<file path="src/rtl/adder_pkg.sv">
// Shared definitions for the bit-serial 2-bit adder and the blocks that feed it.
package adder_pkg;

  localparam int ADDER_OPW    = 2;
  localparam int ADDER_PERIOD = 4;
  localparam int ADDER_RES_W  = 3;

  typedef enum logic [1:0] {
    IDLE = 2'd0,
    MSB  = 2'd1,
    LSB  = 2'd2,
    WAIT = 2'd3
  } seq_state_t;

endpackage

</file>
<file path="src/rtl/operand_fifo.sv">
// Small synchronous FIFO holding operand pairs until the serializer sends them.
module operand_fifo #(
  parameter int DEPTH = 2,
  parameter int WIDTH = 4
) (
  input  logic                       clk,
  input  logic                       rst_n,
  input  logic                       push,
  input  logic                       pop,
  input  logic [WIDTH-1:0]           wdata,
  output logic [WIDTH-1:0]           rdata,
  output logic [$clog2(DEPTH+1)-1:0] count,
  output logic                       full,
  output logic                       empty
);

  localparam int CW = $clog2(DEPTH + 1);
  localparam int PW = (DEPTH > 1) ? $clog2(DEPTH) : 1;

  logic [WIDTH-1:0] mem [DEPTH];
  logic [PW-1:0]    wr_ptr;
  logic [PW-1:0]    rd_ptr;
  logic             do_push;
  logic             do_pop;

  assign full    = (count == CW'(DEPTH));
  assign empty   = (count == '0);
  assign do_push = push && !full;
  assign do_pop  = pop && !empty;
  assign rdata   = mem[rd_ptr];

  function automatic logic [PW-1:0] bump(input logic [PW-1:0] p);
    return (p == PW'(DEPTH - 1)) ? '0 : p + 1'b1;
  endfunction

  // NOTE: storage has no reset; validity is tracked by count, and resettable RAM costs flops.
  always_ff @(posedge clk) begin
    if (do_push) mem[wr_ptr] <= wdata;
  end

  // NOTE: state uses non-blocking assignments so every flop samples pre-edge values.
  always_ff @(posedge clk or negedge rst_n) begin
    if (!rst_n) begin
      wr_ptr <= '0;
      rd_ptr <= '0;
      count  <= '0;
    end else begin
      if (do_push) wr_ptr <= bump(wr_ptr);
      if (do_pop)  rd_ptr <= bump(rd_ptr);
      case ({do_push, do_pop})
        2'b10:   count <= count + CW'(1);
        2'b01:   count <= count - CW'(1);
        default: count <= count;
      endcase
    end
  end

endmodule

</file>
<file path="src/rtl/adder_operand_serializer.sv">
// Buffers parallel operand pairs and replays them MSB-first on the adder's
// en_i/ina/inb serial protocol, one transaction every GAP cycles.
module adder_operand_serializer
  import adder_pkg::*;
#(
  parameter int OPW   = ADDER_OPW,
  parameter int DEPTH = 2,
  parameter int GAP   = ADDER_PERIOD
) (
  input  logic                       clk,
  input  logic                       rst_n,
  input  logic                       in_valid,
  output logic                       in_ready,
  input  logic [OPW-1:0]             in_a,
  input  logic [OPW-1:0]             in_b,
  output logic                       en_i,
  output logic                       ina,
  output logic                       inb,
  output logic                       busy,
  output logic [$clog2(DEPTH+1)-1:0] count
);

  if (OPW != ADDER_OPW) begin : g_bad_opw
    $error("adder_operand_serializer: OPW must equal the adder operand width");
  end
  if (DEPTH < 1 || DEPTH > 8) begin : g_bad_depth
    $error("adder_operand_serializer: DEPTH must be in 1..8");
  end
  if (GAP < ADDER_PERIOD) begin : g_bad_gap
    $error("adder_operand_serializer: GAP must be at least the adder period");
  end

  localparam int PW  = 2 * OPW;
  localparam int WCW = $clog2(GAP);

  seq_state_t     state, state_next;
  logic [WCW-1:0] wcnt, wcnt_next;
  logic [PW-1:0]  pair_q, pair_next;  // {A, B} of the pair on the wire
  logic [PW-1:0]  fifo_rdata;
  logic           fifo_full;
  logic           fifo_empty;
  logic           pop;
  logic           en_next, ina_next, inb_next;

  operand_fifo #(
    .DEPTH (DEPTH),
    .WIDTH (PW)
  ) u_fifo (
    .clk   (clk),
    .rst_n (rst_n),
    .push  (in_valid),
    .pop   (pop),
    .wdata ({in_a, in_b}),
    .rdata (fifo_rdata),
    .count (count),
    .full  (fifo_full),
    .empty (fifo_empty)
  );

  assign in_ready = !fifo_full;
  assign busy     = (state != IDLE);

  // NOTE: every output of this block gets a default first, so no path can infer a latch.
  always_comb begin
    state_next = state;
    wcnt_next  = wcnt;
    pair_next  = pair_q;
    pop        = 1'b0;
    en_next    = 1'b0;
    ina_next   = 1'b0;
    inb_next   = 1'b0;

    case (state)
      IDLE: begin
        if (!fifo_empty) pop = 1'b1;
      end
      MSB: begin
        state_next = LSB;
        ina_next   = pair_q[OPW];
        inb_next   = pair_q[0];
      end
      LSB: begin
        state_next = WAIT;
        wcnt_next  = WCW'(GAP - 3);
      end
      WAIT: begin
        if (wcnt != '0)       wcnt_next  = wcnt - 1'b1;
        else if (!fifo_empty) pop        = 1'b1;
        else                  state_next = IDLE;
      end
      default: state_next = IDLE;
    endcase

    // Popping always launches a transaction: latch the pair and present its MSBs.
    if (pop) begin
      state_next = MSB;
      pair_next  = fifo_rdata;
      en_next    = 1'b1;
      ina_next   = fifo_rdata[PW-1];
      inb_next   = fifo_rdata[OPW-1];
    end
  end

  // Reset parks in WAIT so an adder transaction already in flight can drain.
  always_ff @(posedge clk or negedge rst_n) begin
    if (!rst_n) begin
      state  <= WAIT;
      wcnt   <= WCW'(GAP - 1);
      pair_q <= '0;
      en_i   <= 1'b0;
      ina    <= 1'b0;
      inb    <= 1'b0;
    end else begin
      state  <= state_next;
      wcnt   <= wcnt_next;
      pair_q <= pair_next;
      en_i   <= en_next;
      ina    <= ina_next;
      inb    <= inb_next;
    end
  end

endmodule

</file>
<file path="config.mk">
export PLATFORM = sky130hd
export DESIGN_NAME = adder_operand_serializer
export DESIGN_NICKNAME = d
export VERILOG_FILES = /design/src/rtl/adder_pkg.sv /design/src/rtl/operand_fifo.sv /design/src/rtl/adder_operand_serializer.sv
export SDC_FILE = /design/constraint.sdc
export NUM_CORES = 1
export LEC_CHECK = 0
export ABC_CLOCK_PERIOD_IN_PS = 2500
export BUFFER_PORTS_ARGS = -buffer_cell sky130_fd_sc_hd__buf_2
export CORE_MARGIN = 3
export CORE_UTILIZATION = 25
export DETAILED_ROUTE_END_ITERATION = 10
export GPL_TIMING_DRIVEN = 0
export PLACE_DENSITY = 0.41
export SLEW_MARGIN = 20
export SYNTH_ARGS = -nofsm -noshare
export SYNTH_HDL_FRONTEND = slang
export SYNTH_HIERARCHICAL = 1
export SYNTH_SLANG_ARGS = --single-unit
</file>
<file path="constraint.sdc">
create_clock -name clk -period 2.5 [get_ports clk]
set_input_delay 0.375 -clock clk [delete_from_list [all_inputs] [get_ports clk]]
set_output_delay 0.375 -clock clk [all_outputs]
set_load 0.05 [all_outputs]
</file>
======== Word level (Yosys, flattened, before mapping) ========
Memories as Yosys holds them, arrays and structs flattened.
Index checks and enable logic that the tools add are counted.
Widths: inputs -> output; s select.
cells by class
  add/subtract/negate cells ............... 5
  eq/ne operators ......................... 9
  muxes and demuxes ....................... 19
  reduce and logical (&&, ||, !) cells .... 13
operators by type and width
  kind                 number
  $mux 1               11
  $eq 2x2->1 const B   4
  $mux 2               4
  $pmux 2 s2           2
  $reduce_bool 2->1    4
  $ne 3x2->1 const B   2
  $pmux 2 s3           1
  $eq 2x1->1 const B   2
  $logic_not 2->1      2
  $reduce_bool 4->1    1
  $sub 2x1->2 const B  2
  $reduce_and 3->1     1
  $add 1x1->1 const B  2
  $add 2x1->2 const B  1
  $logic_and 1x1->1    2
  $logic_not 1->1      2
  $ne 2x2->1 const B   1
  $pmux 1 s2           1
  $reduce_and 2->1     1
storage, ports and cells
  bits in registers ....................... 14
  memory bits (writable) .................. 8
  output and inout port bits .............. 7
  logic and storage cells ................. 56
  memories kept ........................... 1
memories
  name        depth  bits a word  read ports  clocked after memory_dff  wr ports  line                text
  u_fifo.mem  2      4            1           0                         1         operand_fifo.sv:20  logic [WIDTH-1:0] mem [DEPTH];

======== Logic depth before layout (Yosys ltp) ========
  word-level depth ........................ 7
  depth in mapped cells ................... 9
  mapped depth without buffers ............ 9

======== Cells and area by module ========
The synthesis kept the hierarchy.
modules (own cells, without submodules)
  module                    times used  cells an instance  area each (um2)
  adder_operand_serializer  1           43                 505.5
  operand_fifo              1           30                 481.7

======== Least setup slack after synthesis ========
Ideal clock, no wire load.
  kind .................................... reg2reg
  start point ............................. register state[0]
  end point ............................... register u_fifo.count[1]
  setup time .............................. 0.145 ns
  arrival ................................. 2.034 ns
  data required time ...................... 2.355 ns
  path slack .............................. 0.321 ns
  cell stages (with the launch flop) ...... 10
  clock period less this slack ............ 2.179 ns
  path through ............................ dfstp_2 inv_1 ha_1 inv_1 a211oi_4 nor2b_2 ha_1 xnor2_1 nor2_1 xor2_1
between the ends
  word-level cells in the longest chain between the ends .. 5
ends and longest elaborated chain
  item                                             line                             text
  from (decl)                                      adder_operand_serializer.sv:36   seq_state_t state, state_next;
  from (signal assigned)                           adder_operand_serializer.sv:114  state <= state_next;
  $eq 2x2->1 or $logic_not 2->1 (tied branches)    adder_operand_serializer.sv:73   case (state)
  $pmux 1 s2 *                                     adder_operand_serializer.sv:73
  $logic_and 1x1->1 *                              operand_fifo.sv:29               assign do_pop = pop && !empty;
  named net u_fifo.do_pop                          operand_fifo.sv:24               logic do_pop;
  $eq 2x1->1 or $eq 2x2->1 (tied branches)         operand_fifo.sv:50               case ({do_push, do_pop})
  $pmux 2 s2 or $reduce_bool 2->1 (tied branches)  --
  to (signal assigned)                             operand_fifo.sv:51               2'b10: count <= count + CW'(1);
  to (signal assigned)                             operand_fifo.sv:52               2'b01: count <= count - CW'(1);
  to (signal assigned)                             operand_fifo.sv:53               default: count <= count;
  to (decl)                                        operand_fifo.sv:12               output logic [$clog2(DEPTH+1)-1:0] count,
Mark *: on every way through the listed nets, which the timed path passes. The rest lies on a longest branch.
A chain may end at the register's enable or synchronous reset.

======== Final worst setup path ========
Ends and elaborated chain as after synthesis.

==> key figures <==
Pwr
  • Net Switching: 0.691 mW
  • Pleak: 0.543 nW
  • Int Pwr: ~1.0 mW
  • Total Power: roughly 1.7 mW
  • Gate power share: 0.502
  • Max VDD drop: approximately 0.49 mV
  • Switching part of the total power: 0.408
  • Clock share of power: 0.135
  • Fraction of power consumed by sequential logic: 0.363
  • PD cells: 1400 nW/um^2

Route
  • Via Count: 571
  • Drt initial violations: 10
  • Wirelength per Cell: 11.3 um
  • Antenna viol nets, final: 0
  • First-pass DRT Iterations: 4
  • Drt total wl: between 1.5 and 2 mm
  • Vias per inst: 3.97
  • DR DRC count: 0

Clock tree
  • Clk Latency, worst-skew pair: 0.26 ns
  • Clk root buf: clkbuf_8
  • Buffer depth of the longest clock path: 2
  • Post_cts resized: 0
  • H-tree levels: 1
  • Clock sinks: 21
  • TritonCTS clock tree: yes
  • Clock-pin slew on the worst setup and hold paths: 0.08 ns
  • TritonCTS buffer count: 3

GRT
  • Initial antenna violation count: 0
  • Total GRT Usage: 0.0770
  • First-pass GRT wire length: ~2.6 mm
  • Global route overflow: 0
  • Largest net degree at the start of global routing: 14
  • Vias in the first global route: 570

Status
  • Status: finished, final reports clean

Cells and area
  • # diodes: 0
  • Nets@finish: 111
  • Finished Layout Cells: approximately 140
  • Core Util, Final: 0.323
  • Proportion of layout cells with a drive suffix above 1: 0.396
  • Layout area overhead: 22.4%

Place
  • Setup slack after placement: roughly 0.084 ns
  • PortBufs: 13
  • Routability-driven placement congestion ratio: 0.726
  • DP HPWL: 1.15 mm
  • Placed cell count: 134

Logic synthesis
  • Post-Syn Nets: between 80 and 90
  • Syn avg cell area: roughly 14 um^2
  • Synth Warn #: 6
  • Seq/Total Area, Yosys: 0.578
  • Ranking of synthesized cells by area: edfxtp_1 (24%), dfrtp_1 (23%), dfstp_2 (11%)
  • Post-synth top flop: dfrtp_1
  • Yosys reg bits: 21
  • Yosys cell types: 26
  • Async SR Flop Fraction: 0.619
  • Cell count after synthesis: between 70 and 80
  • Commonest cells post-synth: dfrtp_1 (9), inv_1 (9), edfxtp_1 (8)
  • Yosys top cell area share: 0.243
  • Cell taking the most area after synthesis: edfxtp_1
  • Post-synth EDFFs: 8
  • Cell Area, Synth: 987 um^2

STA
  • Fmax: approximately 0.46 GHz
  • RSZ-0062 raised after global routing: false
  • Worst Max-Slew Pin Slew: 0.391 ns
  • Fin. Hold Viols: 0
  • Tcrit/Tclk final: 0.869
  • Slew headroom: 0.738
  • Final setup TNS: 0 ns
  • Fin worst setup slack: approximately 0.33 ns
  • Minimum clock period: 2.17 ns
  • Setup Skew: around 0.0022 ns
  • Final setup violation count: 0
  • Max-slew violation count: 0

Setup path
  • Worst Setup End Kind: register
  • Req. time, crit path: between 2 and 3 ns
  • Setup CP Type: reg2reg
  • Crit path arrival time: about 2.4 ns
  • Worst r2r path cells: 7
  • Crit path launch type: register
  • Crit-path max FO: 8

Min path
  • Hold crit path type: in2reg
  • Hold Path Stages: 1

Die
  • Core area: 3740 um^2
  • Die area: ~4700 um^2
  • Die X: around 69 um
  • Rows: 22
  • Top Ports: 14
  • Die height: 68.8 um
  • Initial core utilization: 0.264

Run
  • Max-cap check violation count: 0
==> flip-flops by register name, indices dropped and copies added, names as in the netlist <==
register and flops:
pair_q 2, ina 1, inb 1, wcnt 2
u_fifo/mem 8, u_fifo/rd_ptr 1, u_fifo/wr_ptr 1, state 2
u_fifo/count 2, en_i 1
==> timing repair <==
item,CTS,global route
endpoints found under the hold margin,9,0
hold buffers,1,0
setup endpoints to repair,0,1
buffers inserted,0,5
==> power groups by stage <==
stage	logic, mW	clock network, mW	registers [mW]
floorplan	0.541	0	0.717
global placement	0.794	0	0.621
detailed placement	0.799	0	0.623
CTS	0.805	0.242	0.616
global route	0.940	0.254	0.632
finish	0.849	0.229	0.614
==> per-layer routing <==
layer,part of all wire,GRT usage,vias to the layer above
li1,-,-,292
met1,0.45,0.103,265
met2,0.50,0.119,12
met3,0.033,0.0146,2
met4,0.013,0.0365,0
met5,0,0,-
==> stage by stage <==
stage	cell area (um^2)	hold WS [ns]
after global placement	1110	0.280
after CTS	1170	0.294
after floorplan	987	0.0794
after global routing	1210	0.292
after detailed placement	1110	0.284
final	1210	0.303
==> cell usage in the layout (no fill, tap or decap), types with 2 or more instances in the layout <==
| master | count |
|---|---|
| buf_2 | 13 |
| inv_1 | 9 |
| dfrtp_1 | 9 |
| edfxtp_1 | 8 |
| ha_1 | 7 |
| buf_4 | 5 |
| dfstp_2 | 4 |
| mux2_2 | 4 |
| nand2_1 | 3 |
| xor2_1 | 3 |
| clkbuf_8 | 3 |
| nor2_1 | 3 |
| xnor2_1 | 3 |
| mux2i_1 | 2 |
| o21ai_0 | 2 |
| mux2_4 | 2 |
| a21oi_1 | 2 |
==> layout make-up <==
cell class | instances | area [um^2]
fillers | 403 | 2530
flip-flops and latches | 21 | 571
multi-input cells | 43 | 383
repair buffers | 19 | 113
well taps | 48 | 60.1
clock buffers | 3 | 41.3
inverters | 9 | 33.8
clock inverters | 1 | 7.51
==> worst paths after layout <==
check,startpoint,end,slack [ns]
hold reg to reg,u_fifo/wr_ptr,u_fifo/wr_ptr,0.50
max in group asynchronous,rst_n,state[0],1.70
min in group asynchronous,rst_n,ina,0.52
setup / recovery,state[0],u_fifo/count[1],0.33
hold / removal,in_b[0],u_fifo/mem[1][0],0.30
setup reg to reg,state[0],u_fifo/count[1],0.33
==> cells by family (layout without fill, tap and decap cells) <==
kind of cell    Yosys count  after routing  synth area share
mux                       8              8            0.0963
xor+xnor                  6              6            0.0532
flops                    21             21             0.578
simple gates             13             13            0.0710
compound gates            9              9            0.0786
fa+ha+maj                 7              7            0.0887
buf+inv                   9             32            0.0342
==> worst max-delay path, cell delays in order (launching register included) <==
cell	delay, ns
dfstp_2	0.58
ha_1	0.30
nand2_2	0.10
a211oi_4	0.33
nor2b_2	0.24
ha_1	0.26
nor2_1	0.14
xor2_1	0.15
(Power assumes the default switching activity.)
